## src/rtl/gcd_arbiter.sv

```systemverilog
// gcd_arbiter
// Shares a single iterative GCD engine between NREQ requesters. A round-robin
// arbiter accepts one request at a time and latches its operands. Zero-operand
// requests are answered directly, without starting the engine. All other
// requests start the engine and wait for done, with a timeout. The result (or a
// timeout error) is returned to the winning requester over a valid/ready
// handshake.
//
// Ports
//   clk          rising-edge clock
//   rst_n        asynchronous active-low reset (the engine shares it)
//   req_valid_i  per-requester request valid
//   req_ready_o  request accept strobe, one-hot or zero, asserted only in IDLE
//   req_a_i      operand a, requester i at [i*WIDTH +: WIDTH]
//   req_b_i      operand b, same packing
//   rsp_valid_o  response valid, one-hot on the winning requester
//   rsp_ready_i  per-requester response accept
//   rsp_data_o   result bus shared by all requesters, qualified by rsp_valid_o
//   rsp_err_o    response is a timeout error (rsp_data_o is then 0)
//   eng_start_o  one-cycle engine start pulse
//   eng_a_o      latched operand a to the engine
//   eng_b_o      latched operand b to the engine
//   eng_done_i   engine result valid (a pulse or a level)
//   eng_result_i engine result
//   busy_o       high whenever a transaction is in flight
module gcd_arbiter #(
  parameter int NREQ    = 4,
  parameter int WIDTH   = 5,
  parameter int TIMEOUT = 64
) (
  input  logic                  clk,
  input  logic                  rst_n,
  input  logic [NREQ-1:0]       req_valid_i,
  output logic [NREQ-1:0]       req_ready_o,
  input  logic [NREQ*WIDTH-1:0] req_a_i,
  input  logic [NREQ*WIDTH-1:0] req_b_i,
  output logic [NREQ-1:0]       rsp_valid_o,
  input  logic [NREQ-1:0]       rsp_ready_i,
  output logic [WIDTH-1:0]      rsp_data_o,
  output logic                  rsp_err_o,
  output logic                  eng_start_o,
  output logic [WIDTH-1:0]      eng_a_o,
  output logic [WIDTH-1:0]      eng_b_o,
  input  logic                  eng_done_i,
  input  logic [WIDTH-1:0]      eng_result_i,
  output logic                  busy_o
);

  localparam int IDW = (NREQ > 1) ? $clog2(NREQ) : 1;
  localparam int TW  = $clog2(TIMEOUT + 1);
  localparam logic [TW-1:0]  TIMER_LAST = TW'(TIMEOUT - 1);
  localparam logic [IDW-1:0] LAST_ID    = IDW'(NREQ - 1);

  localparam logic [1:0] ST_IDLE  = 2'd0;
  localparam logic [1:0] ST_ISSUE = 2'd1;
  localparam logic [1:0] ST_WAIT  = 2'd2;
  localparam logic [1:0] ST_RESP  = 2'd3;

  logic [1:0]       state_q, state_d;
  logic [IDW-1:0]   last_grant_q, last_grant_d;
  logic [IDW-1:0]   id_q, id_d;
  logic [WIDTH-1:0] a_q, a_d;
  logic [WIDTH-1:0] b_q, b_d;
  logic [WIDTH-1:0] data_q, data_d;
  logic             err_q, err_d;
  logic [TW-1:0]    timer_q, timer_d;

  logic             win_found;
  logic [IDW-1:0]   win_id;
  logic [IDW-1:0]   cand;
  logic [WIDTH-1:0] win_a, win_b;

  // Round-robin pick: scan downward from the farthest candidate so that the
  // last hit is the first valid requester after last_grant_q.
  always_comb begin
    win_found = 1'b0;
    win_id    = '0;
    cand      = '0;
    for (int k = NREQ; k >= 1; k--) begin
      cand = IDW'((int'(last_grant_q) + k) % NREQ);
      if (req_valid_i[cand]) begin
        win_found = 1'b1;
        win_id    = cand;
      end else begin
        win_found = win_found;
      end
    end
  end

  assign win_a = req_a_i[win_id*WIDTH +: WIDTH];
  assign win_b = req_b_i[win_id*WIDTH +: WIDTH];

  // The grant is combinational so a requester sees ready in the same IDLE cycle.
  always_comb begin
    req_ready_o = '0;
    if (state_q == ST_IDLE && win_found) begin
      req_ready_o[win_id] = 1'b1;
    end else begin
      req_ready_o = '0;
    end
  end

  // Response valid is decoded from the registered state and the captured id.
  always_comb begin
    rsp_valid_o = '0;
    if (state_q == ST_RESP) begin
      rsp_valid_o[id_q] = 1'b1;
    end else begin
      rsp_valid_o = '0;
    end
  end

  // Next-state logic for the transaction sequencer.
  always_comb begin
    state_d      = state_q;
    last_grant_d = last_grant_q;
    id_d         = id_q;
    a_d          = a_q;
    b_d          = b_q;
    data_d       = data_q;
    err_d        = err_q;
    timer_d      = timer_q;
    case (state_q)
      ST_IDLE: begin
        if (win_found) begin
          id_d = win_id;
          a_d  = win_a;
          b_d  = win_b;
          // gcd(x,0)=x and gcd(0,0)=0, so a|b is the answer without the engine.
          if (win_a == '0 || win_b == '0) begin
            data_d  = win_a | win_b;
            err_d   = 1'b0;
            state_d = ST_RESP;
          end else begin
            state_d = ST_ISSUE;
          end
        end else begin
          state_d = ST_IDLE;
        end
      end
      ST_ISSUE: begin
        timer_d = '0;
        state_d = ST_WAIT;
      end
      ST_WAIT: begin
        // A done arriving on the last timer cycle still beats the timeout.
        if (eng_done_i) begin
          data_d  = eng_result_i;
          err_d   = 1'b0;
          state_d = ST_RESP;
        end else if (timer_q == TIMER_LAST) begin
          data_d  = '0;
          err_d   = 1'b1;
          state_d = ST_RESP;
        end else begin
          timer_d = timer_q + TW'(1);
        end
      end
      ST_RESP: begin
        if (rsp_ready_i[id_q]) begin
          last_grant_d = id_q;
          state_d      = ST_IDLE;
        end else begin
          state_d = ST_RESP;
        end
      end
      default: begin
        state_d = ST_IDLE;
      end
    endcase
  end

  // State registers; the asynchronous reset drops any in-flight request.
  always_ff @(posedge clk or negedge rst_n) begin
    if (!rst_n) begin
      state_q      <= ST_IDLE;
      last_grant_q <= LAST_ID;
      id_q         <= '0;
      a_q          <= '0;
      b_q          <= '0;
      data_q       <= '0;
      err_q        <= 1'b0;
      timer_q      <= '0;
    end else begin
      state_q      <= state_d;
      last_grant_q <= last_grant_d;
      id_q         <= id_d;
      a_q          <= a_d;
      b_q          <= b_d;
      data_q       <= data_d;
      err_q        <= err_d;
      timer_q      <= timer_d;
    end
  end

  assign eng_start_o = (state_q == ST_ISSUE);
  assign eng_a_o     = a_q;
  assign eng_b_o     = b_q;
  assign rsp_data_o  = data_q;
  assign rsp_err_o   = err_q;
  assign busy_o      = (state_q != ST_IDLE);

endmodule

```

## config.mk

```make
export PLATFORM = sky130hd
export DESIGN_NAME = gcd_arbiter
export DESIGN_NICKNAME = d
export VERILOG_FILES = /design/src/rtl/gcd_arbiter.sv
export SDC_FILE = /design/constraint.sdc
export NUM_CORES = 1
export LEC_CHECK = 0
export CAP_MARGIN = 15
export CORE_MARGIN = 3
export CORE_UTILIZATION = 24
export DETAILED_ROUTE_END_ITERATION = 12
export DONT_BUFFER_PORTS = 1
export SLEW_MARGIN = 25
export SYNTH_ARGS = -nofsm -noshare
export SYNTH_HDL_FRONTEND = slang
export SYNTH_SLANG_ARGS = --single-unit
export TNS_END_PERCENT = 1
```

## constraint.sdc

```tcl
create_clock -name clk -period 2.9 [get_ports clk]
set_input_delay 0.29 -clock clk [delete_from_list [all_inputs] [get_ports clk]]
set_output_delay 0.29 -clock clk [all_outputs]
set_load 0.03 [all_outputs]
```

After elaboration in Yosys (flattened, before gate mapping)
Cells that the tools add are included.

operators by class
  $add $sub $neg = 5
  multiply operators = 1
  $lt $le $gt $ge = 8
  equality and inequality tests = 9
  shift-type cells = 2
  muxes and demuxes = 43
  bitwise logic cells = 1
  reduce and logical (&&, ||, !) cells = 14

operator list
  kind                                                 count
  indexed part select 20 x 6 -> 5 bit                  2
  2-to-1 mux 5 bit                                     4
  < comparator 2 x 3 -> 1 bit, second input constant   6
  2-to-1 mux 2 bit                                     9
  2-to-1 mux 1 bit                                     15
  2-to-1 mux 7 bit                                     2
  one-hot mux 7 bit (2 select lines)                   1
  binary-select mux 1 bit (select 2 bit)               5
  logical NOT 5 bit                                    2
  one-hot mux 5 bit (2 select lines)                   1
  2-to-1 mux 4 bit                                     2
  one-hot mux 2 bit (4 select lines)                   1
  adder 7 x 1 -> 7 bit, second input constant          1
  == test 7 x 6 -> 1 bit, second input constant        1
  inequality test 2 bit, second input constant         3
  nonzero test 2 bit                                   3
  multiplier 2 x 3 -> 5 bit, second input constant     1
  bitwise OR 5 bit                                     1
  adder 2 x 1 -> 2 bit, second input constant          2
  adder 2 bit, second input constant                   2
  demux 1 bit (select 2 bit)                           2
  == test 2 bit, second input constant                 2
  >= comparator 2 x 1 -> 1 bit, second input constant  2
  AND reduction 2 bit                                  2
  9 further kinds                                      11

word-level totals
  flip-flop bits (word level) = 29
  input port bits = 56
  output and inout bits = 26
  word-level logic and storage cells = 91

Longest topological paths before layout
Gate-level depths: netlist of the first run.

  depth in word-level cells = 14
  mapped depth = 11
  depth with buffers taken out = 9

Worst setup path before layout of the first run
OpenSTA, ideal clock, no wires.

  path kind = register -> register
  start = register last_grant_q[1]
  end = register data_q[0] (netlist: rsp_data_o[0])
  setup time = 125 ps
  arrival time = 2400 ps
  required time = 2775 ps
  slack = 375 ps
  stages on the path, launching flop included = 12
  path buffers = 3
  clock period less this slack = 2525 ps
  cells stage by stage = dfstp_2 buf_6 mux2i_1 o22a_1 o21ai_2 buf_2 a211oi_1 o22ai_1 nor4_1 o31a_1 buf_6 mux2_4

between the ends
  word-level cells in the longest chain between the ends = 13
  elaborated cells between the ends (all ways) = 33
  those cells by class = add/sub: 4; mul: 1; eq/ne: 2; shift: 2; mux: 19; bitwise: 1; reduce/logical: 4

RTL lines
  element                                                                                     RTL line  RTL
  start, declared                                                                             60        logic [IDW-1:0] last_grant_q, last_grant_d;
  start signal, assigned                                                                      186       last_grant_q <= last_grant_d;
  adder 2 x 1 -> 2 bit                                                                        80        cand = IDW'((int'(last_grant_q) + k) % NREQ);
  binary-select mux 1 bit (select 2 bit)                                                      81        if (req_valid_i[cand]) begin
  2-to-1 mux 1 bit (implied by the code)                                                      81
  2-to-1 mux 2 bit (4 in a row)                                                               81
  multiplier 2 x 3 -> 5 bit                                                                   90, 91
  indexed part select 20 x 6 -> 5 bit (on tied branches)                                      90, 91
  logical NOT 5 bit or bitwise OR 5 bit (tied branches)                                       130, 131
  logical OR 1 bit or 2-to-1 mux 5 bit (tied branches)                                        130       if (win_a == '0 || win_b == '0) begin
  inequality test 2 x 1 -> 1 bit (no source line) or 2-to-1 mux 5 bit (tied branches)         --
  AND reduction 4 bit (no source line) or one-hot mux 5 bit (2 select lines) (tied branches)  --
  end signal, assigned                                                                        190       data_q <= data_d;
  end, declared                                                                               64        logic [WIDTH-1:0] data_q, data_d;

Several ways; a longest one is shown, not always the timed one. The select of a mux whose other input is x is not followed.
A chain may end at the register's enable or synchronous reset.

Final worst setup path of the first run
  start = register last_grant_q[1]
  end = register err_q (netlist: rsp_err_o)

between the ends
  word-level cells in the longest chain between the ends = 13
  elaborated cells between the ends (all ways) = 29
  those cells by class = add/sub: 4; mul: 1; eq/ne: 2; shift: 2; mux: 16; reduce/logical: 4

RTL lines
  element                                                 RTL line  RTL
  adder 2 x 1 -> 2 bit                                    80
  binary-select mux 1 bit (select 2 bit)                  81
  2-to-1 mux 1 bit (implied by the code)                  81
  2-to-1 mux 2 bit (4 in a row)                           81
  multiplier 2 x 3 -> 5 bit                               90, 91
  indexed part select 20 x 6 -> 5 bit (on tied branches)  90, 91
  logical NOT 5 bit                                       130
  logical OR 1 bit                                        130
  inequality test 2 x 1 -> 1 bit (no source line)         --
  AND reduction 4 bit (no source line) (*)                --
  end signal, assigned                                    191       err_q <= err_d;
  end, declared                                           65        logic err_q, err_d;

Every way passes the cells marked *; elsewhere a longest branch is shown, timed or not. The select of a mux whose other input is x is not followed.

==> results of run 1 <==
-- power by group through the flow --
stage | Sequential [µW] | Clock, µW | Combinational [µW]
floorplan | 891 | 0 | 1110
global placement | 961 | 0 | 1360
detailed placement | 960 | 0 | 1380
CTS | 954 | 521 | 1450
global route | 975 | 541 | 1620
finish | 944 | 509 | 1460
-- cells in the final DEF (no fill, tap or decap), types with 6 or more instances in the layout --
cell | synthesis | routed
dfrtp_1 | 27 | 27
a21oi_1 | 10 | 10
nor2_1 | 11 | 11
nand3_1 | 6 | 6
ha_1 | 6 | 6
o21ai_0 | 15 | 15
nand2_1 | 37 | 36
mux2i_1 | 8 | 8
inv_1 | 10 | 10
mux2_2 | 8 | 8
buf_4 | 0 | 15
-- path summary, 6_finish.rpt --
kind,end,cells past startpoint
max,rsp_err_o,10
min,timer_q[6],2
max reg2reg,rsp_err_o,10
min reg2reg,timer_q[0],1
max in group asynchronous,last_grant_q[0],2
min in group asynchronous,timer_q[3],2
-- worst reg2reg max path, stage by stage (launching register included) --
cell     delay (ps)
dfstp_2         530
buf_4           140
nand2_1          70
a21o_2          250
nor2_8          260
mux2i_1         220
mux2i_1         150
nor4_2          380
o31a_1          220
buf_12          140
mux2_4          290
-- state kept, by name, summed over array words and instances (netlist names) --
name and cells:
state_q 2, rsp_data_o 5, last_grant_q 2, eng_a_o 5, eng_b_o 5, rsp_err_o 1, id_q 2, timer_q 7
-- synth_stat cells (4+ instances only) --
library cell  count
nand2_1          37
dfrtp_1          27
o21ai_0          15
nor2_1           11
a21oi_1          10
inv_1            10
mux2_2            8
mux2i_1           8
ha_1              6
nand3_1           6
a21boi_0          5
clkbuf_1          5
mux2_4            5
nor3_1            5
a211oi_1          4
a32oi_1           4
nand2b_1          4
nor3b_1           4
-- layer usage --
layer | GRT usage [%] | vias up
li1 | - | 825
met1 | 14.61 | 825
met2 | 21.30 | 47
met3 | 4.666 | 4
met4 | 3.727 | 0
met5 | 0 | -
-- through the flow --
step	total power, µW	setup TNS, ps
floorplan	2004	0
CTS	2922	0
detailed placement	2338	-676.9
global route	3137	0
global placement	2318	-296.8
finish	2911	0
-- logic make-up after synthesis --
| kind of cell | count (synthesis) | synth area share (%) |
|---|---|---|
| flops | 29 | 36.15 |
| fa+ha+maj | 6 | 3.727 |
| compound gates | 63 | 22.67 |
| mux | 22 | 13.29 |
| buf+inv | 20 | 4.969 |
| simple gates | 78 | 18.76 |
| xor+xnor | 1 | 0.4349 |
-- repair_timing --
| action | 4_1_cts | 5_1_grt |
|---|---|---|
| endpoints found under the setup margin | 6 | 6 |
| gates resized for setup | 1 | 3 |
| hold endpoints to repair | 29 | 0 |
| setup buffers | 1 | 0 |
| pin swaps | 1 | 1 |
| hold buffers | 2 | 0 |
-- cell type report --
cell class,instances,area share [%]
clock buffer,5,2.869
timing repair buffer,18,6.781
clock inverter,3,2.713
sequential,29,30.36
multi-input combinational,170,50.39
tap,102,5.321
inverter,10,1.565
==> reports/metrics.yaml, run 1 <==
power:
  combPwrFrac_pct: 50.1
  pwr-share-clk_pct: 17.5
  sequentialPowerShare_pct: 32.4
  swShare_pct: 46.45
  leakage_uw: 0.001022
  peakVddDrop_v: 0.0005410
  p_per_area_mw_per_mm2: 1213
  switching_power_uw: 1352
  intPower_uw: 1559
floorplanning:
  core_mm2: 0.007928
  die_h_um: 97.62
  start_util_pct: 25.41
  rows: 32
  ioPinCount: 82
  dieArea_mm2: 0.009529
  fp.dieW_um: 97.62
routing:
  wl_met2_mm: 2.841
  wirelength_met1_mm: 2.423
  postRouteAntennaNets: 0
  vias: 1701
  avgRoutedWirePerCell_um: 17.02
  drc: 0
  top_layer: "met4"
  drt-pass1-iter-count: 4
  drt_iter0_drc: 87
  routed_wl_mm: 5.735
  dr_wl_met3_um: 399
  post_drt_via_cell_ratio: 5.047
synthesis:
  synth-seq-cells: 29
  syn_inst: 219
  synth_edf_count: 0
  syn-cell-area_mm2: 0.002014
  yosysTopAreaCell: "dfrtp_1"
  ys_types: 49
  yosysWarnings: 0
  synth_area_leaders: "dfrtp_1 34%, nand2_1 6.9%, mux2_2 4.5%"
  avgSynthCellArea_um2: 9.198
  yosys.area.top_type_share_pct: 33.54
  yosysSeqAreaShare_pct: 36.15
  ys.flop_type: "dfrtp_1"
  async_reset_ff_share_pct: 100.0
  synth_fp_nets: 281
clock_tree:
  cts_buffers: 5
  clk_pin_slew_ps: 70
  clkLatencyLatePin_ps: 280
  cts_tree: "done"
  htree_levels: 2
  numClockSinks: 29
  cts.path.max_buffers: 2
  clk_root_buffer_cell: "clkbuf_8"
layout:
  final_cells: 337
  area_growth_pct: 19.07
  drive_gt1_share_pct: 24.26
  diodes: 0
  post-route-cell-area_mm2: 0.002399
  nets: 296
  multi_input_area_mm2: 0.001209
  fillers: 849
  seq_area_um2: 728.2
  fin_util_pct: 30.26
grt:
  grt_overflow: 0
  antenna_found_initial: 0
  grt_pass1_wl_mm: 9.501
  grt_max_degree: 30
  grt_usage_pct: 12.51
  grt_pass1_vias: 1761
critical_path:
  worstReg2RegStart: "last_grant_q[1]"
  endpoint_kind: "register"
  critPathTopFamily: "simple AND/OR/NAND/NOR gates"
  cp_cell_sequence: "buf_4 > nand2_1 > a21o_2 > nor2_8 > mux2i_1 > mux2i_1 > nor4_2 > o31a_1 > buf_12 > mux2_4"
  worstPathArrival_ps: 2930
  worstSetupPathType: "reg -> reg"
  crit_buf_inv: 2
  cp_slowest_cell: "dfstp_2"
  r2r_slack_ps: 140
  cpMostUsedCell: "mux2i_1"
  worst_ep_required_time_ps: 3060
  crit_start: "last_grant_q[1]"
  cp-start-kind: "register"
  critPathMaxStageDelay_ps: 530
  crit_fanout: 18
run_status:
  status: "finished clean"
run:
  cap_violations: 0
sta:
  fmax_mhz: 361.9
  hold_violations: 0
  worst_slew_pin_slew_ps: 550.7
  worst_slew_margin_rel_pct: 63.15
  rsz0062_at_grt: "no"
  fin_ws_ps: 136.6
  whs_ps: 256.0
  post-route-min-period_ps: 2763
  setup_violations: 0
  period_share_pct: 95.29
  fin_skew_ps: 6.954
  drv_slew: 0
place:
  dp.cells: 326
  port_buffers: 0
  place.gp.congestion: 0.7932
  dpl.hpwl_mm: 4.536
  post_dp_cell_area_mm2: 0.002192
  pre_cts_ws_ps: -137.3
worst_hold_path:
  hp-start: "eng_done_i"
  hold_class: "in -> reg"
No activity file was read; power rests on OpenSTA's default activity.
==> run 2, diff against run 1 <==
--- a/config.mk
+++ b/config.mk
@@ -10,8 +10,8 @@
 export CORE_UTILIZATION = 24
 export DETAILED_ROUTE_END_ITERATION = 12
 export DONT_BUFFER_PORTS = 1
+export GPL_TIMING_DRIVEN = 0
 export SLEW_MARGIN = 25
 export SYNTH_ARGS = -nofsm -noshare
 export SYNTH_HDL_FRONTEND = slang
 export SYNTH_SLANG_ARGS = --single-unit
-export TNS_END_PERCENT = 1
==> reports/metrics.yaml, run 2 (same netlist as run 1, synthesis figures left out) <==
run_status:
  status: "finished clean"
floorplanning:
  start_util_pct: 25.41
  fp.dieW_um: 97.62
  ioPinCount: 82
  die_h_um: 97.62
  core_mm2: 0.007928
  dieArea_mm2: 0.009529
  rows: 32
sta:
  fin_skew_ps: 5.612
  worst_slew_margin_rel_pct: 34.60
  setup_violations: 0
  period_share_pct: 94.68
  post-route-min-period_ps: 2746
  tns_ps: 0
  fmax_mhz: 364.2
  worst_slew_pin_slew_ps: 978.9
  hold_violations: 0
  whs_ps: 248.0
  drv_slew: 0
  fin_ws_ps: 154.3
place:
  post_dp_cell_area_mm2: 0.002142
  pre_cts_ws_ps: -52.77
  place.gp.congestion: 0.7637
  port_buffers: 0
  dpl.hpwl_mm: 4.579
  dp.cells: 321
clock_tree:
  numClockSinks: 29
  cts_buffers: 5
  htree_levels: 2
  clk_root_buffer_cell: "clkbuf_8"
  clk_pin_slew_ps: 60
  clkLatencyLatePin_ps: 280
  cts.path.max_buffers: 2
  cts_tree: "done"
power:
  p_per_area_mw_per_mm2: 1182
  peakVddDrop_v: 0.0005059
  leakage_uw: 0.001033
grt:
  grt_pass1_vias: 1750
  grt_usage_pct: 12.34
  grt_max_degree: 30
  antenna_found_initial: 0
  grt_overflow: 0
  grt_pass1_wl_mm: 9.370
worst_hold_path:
  hold_class: "in -> reg"
layout:
  post-route-cell-area_mm2: 0.002509
  final_cell_mix: "36 x nand2_1, 27 x dfrtp_1, 15 x o21ai_0, 11 x nor2_1, 10 x inv_1"
  largest_register_ffs: 7
  layout_commonest_cell: "nand2_1"
  drive_gt1_share_pct: 28.99
  final_cells: 340
  diodes: 0
  regMostFlops: "timer_q"
  area_growth_pct: 24.53
  nets: 299
routing:
  postRouteAntennaNets: 0
  avgRoutedWirePerCell_um: 17.86
  drc: 0
  routed_wl_mm: 6.072
  vias: 1766
  drt_iter0_drc: 96
  post_drt_via_cell_ratio: 5.194
  drt-pass1-iter-count: 4
run:
  cap_violations: 0
critical_path:
  cp-start-kind: "register"
  worstSetupPathType: "reg -> reg"
  worst_ep_required_time_ps: 3060
  worstPathArrival_ps: 2910
  endpoint_kind: "register"
  crit_fanout: 8
==> run 2: final timing paths <==
path,from,endpoint,slack (ps),cells past startpoint
min in group asynchronous,rst_n,timer_q[2],450,2
max in group asynchronous,rst_n,last_grant_q[0],2210,2
hold reg to reg,timer_q[0],timer_q[0],520,1
setup / recovery,last_grant_q[1],rsp_data_o[0],150,11
setup reg to reg,last_grant_q[1],rsp_data_o[0],150,11
hold / removal,eng_result_i[1],rsp_data_o[1],250,2
==> run 2: per-stage QoR <==
step	total power (µW)	utilization [%]
final	2964	31.64
after global routing	3174	31.64
after CTS	2732	28.77
after detailed placement	2332	27.02
after global placement	2303	27.02
after floorplan	2004	-
==> run 2: routing by layer <==
metal / vias up / wire [µm] / GRT usage, %
met5: - / 0 / 0
met4: 0 / 243 / 6.070
met3: 16 / 473 / 4.379
met2: 68 / 2796 / 19.08
met1: 853 / 2559 / 15.18
li1: 829 / - / -
==> run 2: what timing repair did <==
action,CTS,global route
endpoints found under the setup margin,7,9
resized for setup,2,28
hold endpoints to repair,29,0
hold buffers,2,0
buffers inserted,0,8
gates cloned,0,1
pin swaps,0,6
==> run 2: power by group <==
part / internal (µW) / leakage (µW) / total (µW) / switching, µW
clock network: 214 / 0.0000542 / 370 / 156
logic: 718 / 0.000624 / 1650 / 935
registers: 576 / 0.000354 / 941 / 365
total: 1510 / 0.00103 / 2960 / 1460
==> run 2: worst max-delay path: stages, from the launching register on <==
cell and delay, ps:
dfstp_2 530, buf_6 120, mux2i_1 190, o22a_1 200, o21ai_4 100, buf_4 150
a211oi_4 200, o22ai_1 140, nor4_2 370, o31a_1 180, buf_6 140, mux2_4 300
==> run 2: cell type report <==
class                           count  area (µm²)
Fill cell                         829        5419
Multi-Input combinational cell    171        1335
Sequential cell                    29       728.2
Tap cell                          102       127.6
Timing Repair Buffer               10       106.4
Clock buffer                        7       96.34
Buffer                             10       72.57
Inverter                           10       37.54
Clock inverter                      1       5.005
==> run 3, diff against run 2 <==
--- a/config.mk
+++ b/config.mk
@@ -5,12 +5,16 @@
 export SDC_FILE = /design/constraint.sdc
 export NUM_CORES = 1
 export LEC_CHECK = 0
+export ABC_AREA = 1
 export CAP_MARGIN = 15
+export CELL_PAD_IN_SITES_DETAIL_PLACEMENT = 1
+export CELL_PAD_IN_SITES_GLOBAL_PLACEMENT = 1
 export CORE_MARGIN = 3
 export CORE_UTILIZATION = 24
 export DETAILED_ROUTE_END_ITERATION = 12
 export DONT_BUFFER_PORTS = 1
 export GPL_TIMING_DRIVEN = 0
+export PLACE_DENSITY_LB_ADDON = 0.1
 export SLEW_MARGIN = 25
 export SYNTH_ARGS = -nofsm -noshare
 export SYNTH_HDL_FRONTEND = slang
==> reports/metrics.yaml, run 3 <==
critical_path:
  endpoint_kind: "primary output"
  worst_ep_required_time_ps: 2610
  cp-start-kind: "register"
  worstSetupPathType: "reg -> out"
  r2r_slack_ps: 430
  worstPathArrival_ps: 2360
  crit_fanout: 10
sta:
  worst_slew_margin_rel_pct: 39.33
  drv_slew: 0
  fin_ws_ps: 253.6
  period_share_pct: 91.26
  setup_violations: 0
  hold_violations: 0
  worst_slew_pin_slew_ps: 903.2
  fmax_mhz: 377.9
  fin_skew_ps: 8.206
  post-route-min-period_ps: 2646
  rsz0062_at_grt: "no"
  tns_ps: 0
run_status:
  status: "finished clean"
routing:
  drt_iter0_drc: 41
  wirelength_met1_mm: 2.973
  top_layer: "met4"
  drc: 0
  routed_wl_mm: 6.683
  avgRoutedWirePerCell_um: 15.02
  vias: 2118
  wl_met2_mm: 3.228
  dr_wl_met3_um: 390
  drt-pass1-iter-count: 4
  post_drt_via_cell_ratio: 4.760
  postRouteAntennaNets: 0
power:
  sequentialPowerShare_pct: 24.7
  pwr-share-clk_pct: 11.8
  swShare_pct: 57.37
  leakage_uw: 0.001262
  intPower_uw: 1633
  p_per_area_mw_per_mm2: 1565
  combPwrFrac_pct: 63.5
  switching_power_uw: 2198
  peakVddDrop_v: 0.0006447
place:
  dpl.hpwl_mm: 5.450
  place.gp.congestion: 0.7161
  port_buffers: 0
  pre_cts_ws_ps: -37.32
synthesis:
  async_reset_ff_share_pct: 100.0
  synth-seq-cells: 29
  avgSynthCellArea_um2: 6.487
  yosys-top-cells-count: "134 x nand2_1, 36 x nand3_1, 33 x inv_1"
  synth.most_common_cell: "nand2_1"
  yosys.area.top_type_share_pct: 31.56
  yosysTopAreaCell: "dfrtp_1"
  synth_fp_nets: 392
  ys.flop_type: "dfrtp_1"
  yosysSeqAreaShare_pct: 34.02
  synth_edf_count: 0
  syn_inst: 330
  syn-cell-area_mm2: 0.002141
  synth_area_leaders: "dfrtp_1 32%, nand2_1 23%, nand3_1 8.4%"
  ys_types: 30
  yosysWarnings: 0
layout:
  area_growth_pct: 14.38
  diodes: 0
  drive_gt1_share_pct: 12.06
  final_cell_mix: "133 x nand2_1, 36 x nand3_1, 32 x inv_1, 27 x dfrtp_1"
  seq_area_um2: 728.2
  multi_input_area_mm2: 0.001206
  nets: 401
  layout_commonest_cell: "nand2_1"
  regMostFlops: "timer_q"
  largest_register_ffs: 7
  fin_util_pct: 29.07
  fillers: 1084
grt:
  grt_overflow: 0
  grt_usage_pct: 13.96
  grt_max_degree: 30
  antenna_found_initial: 0
  grt_pass1_vias: 2262
  grt_pass1_wl_mm: 11.28
clock_tree:
  clk_root_buffer_cell: "clkbuf_8"
  clk_pin_slew_ps: 70
  cts_tree: "done"
  numClockSinks: 29
  htree_levels: 2
  cts_buffers: 5
  clkLatencyLatePin_ps: 290
  cts.path.max_buffers: 2
run:
  cap_violations: 0
floorplanning:
  dieArea_mm2: 0.01009
  rows: 33
  start_util_pct: 25.42
  fp.dieW_um: 100.4
  die_h_um: 100.4
  core_mm2: 0.008423
  ioPinCount: 82
worst_hold_path:
  hold_class: "in -> reg"
-- run 3: cell count changes after synthesis, moves of 4 or more --
cell / change
nor3b_1: -4
nand3_1: +30
nand2_1: +97
a211oi_1: -4
mux2_2: -8
nand2b_1: -4
mux2i_1: -8
nor2_1: +8
mux2_4: -5
a32oi_1: -4
inv_2: +5
a31oi_1: +4
inv_1: +23
-- run 3: layout make-up --
type                    count  share of cell area (%)
plain buffers              11                   3.321
repair buffers              2                   1.226
well taps                 105                   5.365
multi-input cells         251                   49.26
inverters                  39                   6.183
flip-flops and latches     29                   29.74
clock inverters             2                   1.533
clock buffers               6                   3.373
-- run 3: routing by layer --
layer | vias up | global-route usage, %
met5 | - | 0
met4 | 0 | 3.627
met3 | 9 | 3.614
met2 | 51 | 23.96
met1 | 996 | 17.36
li1 | 1062 | -
-- run 3: per-stage QoR --
stage / hold slack (ps) / total power [µW] / cell area [µm²] / instances
CTS: 198.9 / 3892 / 2429 / 445
global placement: -3.693 / 3366 / 2272 / 435
detailed placement: -3.817 / 3391 / 2272 / 435
finish: 200.8 / 3831 / 2449 / 445
global route: 212.1 / 4307 / 2449 / 445
floorplan: -5.591 / 2772 / 2141 / 330
-- run 3: logic make-up (layout without fill, tap and decap cells) --
family / after synthesis / count (layout) / synth area share, %
compound gates: 35 / 35 / 9.234
simple gates: 210 / 210 / 42.55
fa+ha+maj: 6 / 6 / 3.507
buf+inv: 50 / 60 / 10.70
flops: 29 / 29 / 34.02
-- run 3: worst paths after layout --
| check | from | end | cells after the start |
|---|---|---|---|
| max | last_grant_q[0] | req_ready_o[1] | 13 |
| min | eng_done_i | rsp_err_o | 3 |
| max reg2reg | last_grant_q[0] | rsp_data_o[4] | 21 |
| min reg2reg | timer_q[4] | timer_q[4] | 1 |
| max in group asynchronous | rst_n | last_grant_q[1] | 2 |
| min in group asynchronous | rst_n | rsp_err_o | 2 |
-- run 3: timing repair --
item,4_1_cts,5_1_grt
gates resized for setup,3,9
hold buffers,2,0
pin swaps,0,1
buffers inserted,0,0
endpoints found under the setup margin,2,4
hold endpoints to repair,29,0
-- run 3: power by group through the flow --
| stage | Combinational [µW] | Sequential [µW] | Clock [µW] |
|---|---|---|---|
| after floorplan | 1870 | 902 | 0 |
| after global placement | 2410 | 957 | 0 |
| after detailed placement | 2430 | 961 | 0 |
| after CTS | 2470 | 954 | 470 |
| after global routing | 2850 | 972 | 482 |
| final | 2430 | 947 | 451 |
-- run 3: worst max-delay path, cell delays in order (launching register included) --
cell	delay, ps
dfstp_2	520
buf_6	130
nand2_1	60
nand2_1	100
nand2_1	80
nand2_1	100
inv_2	50
nand3_1	110
a21o_1	140
nand2_1	120
inv_2	130
buf_4	190
nand2_2	110
nor2_4	220
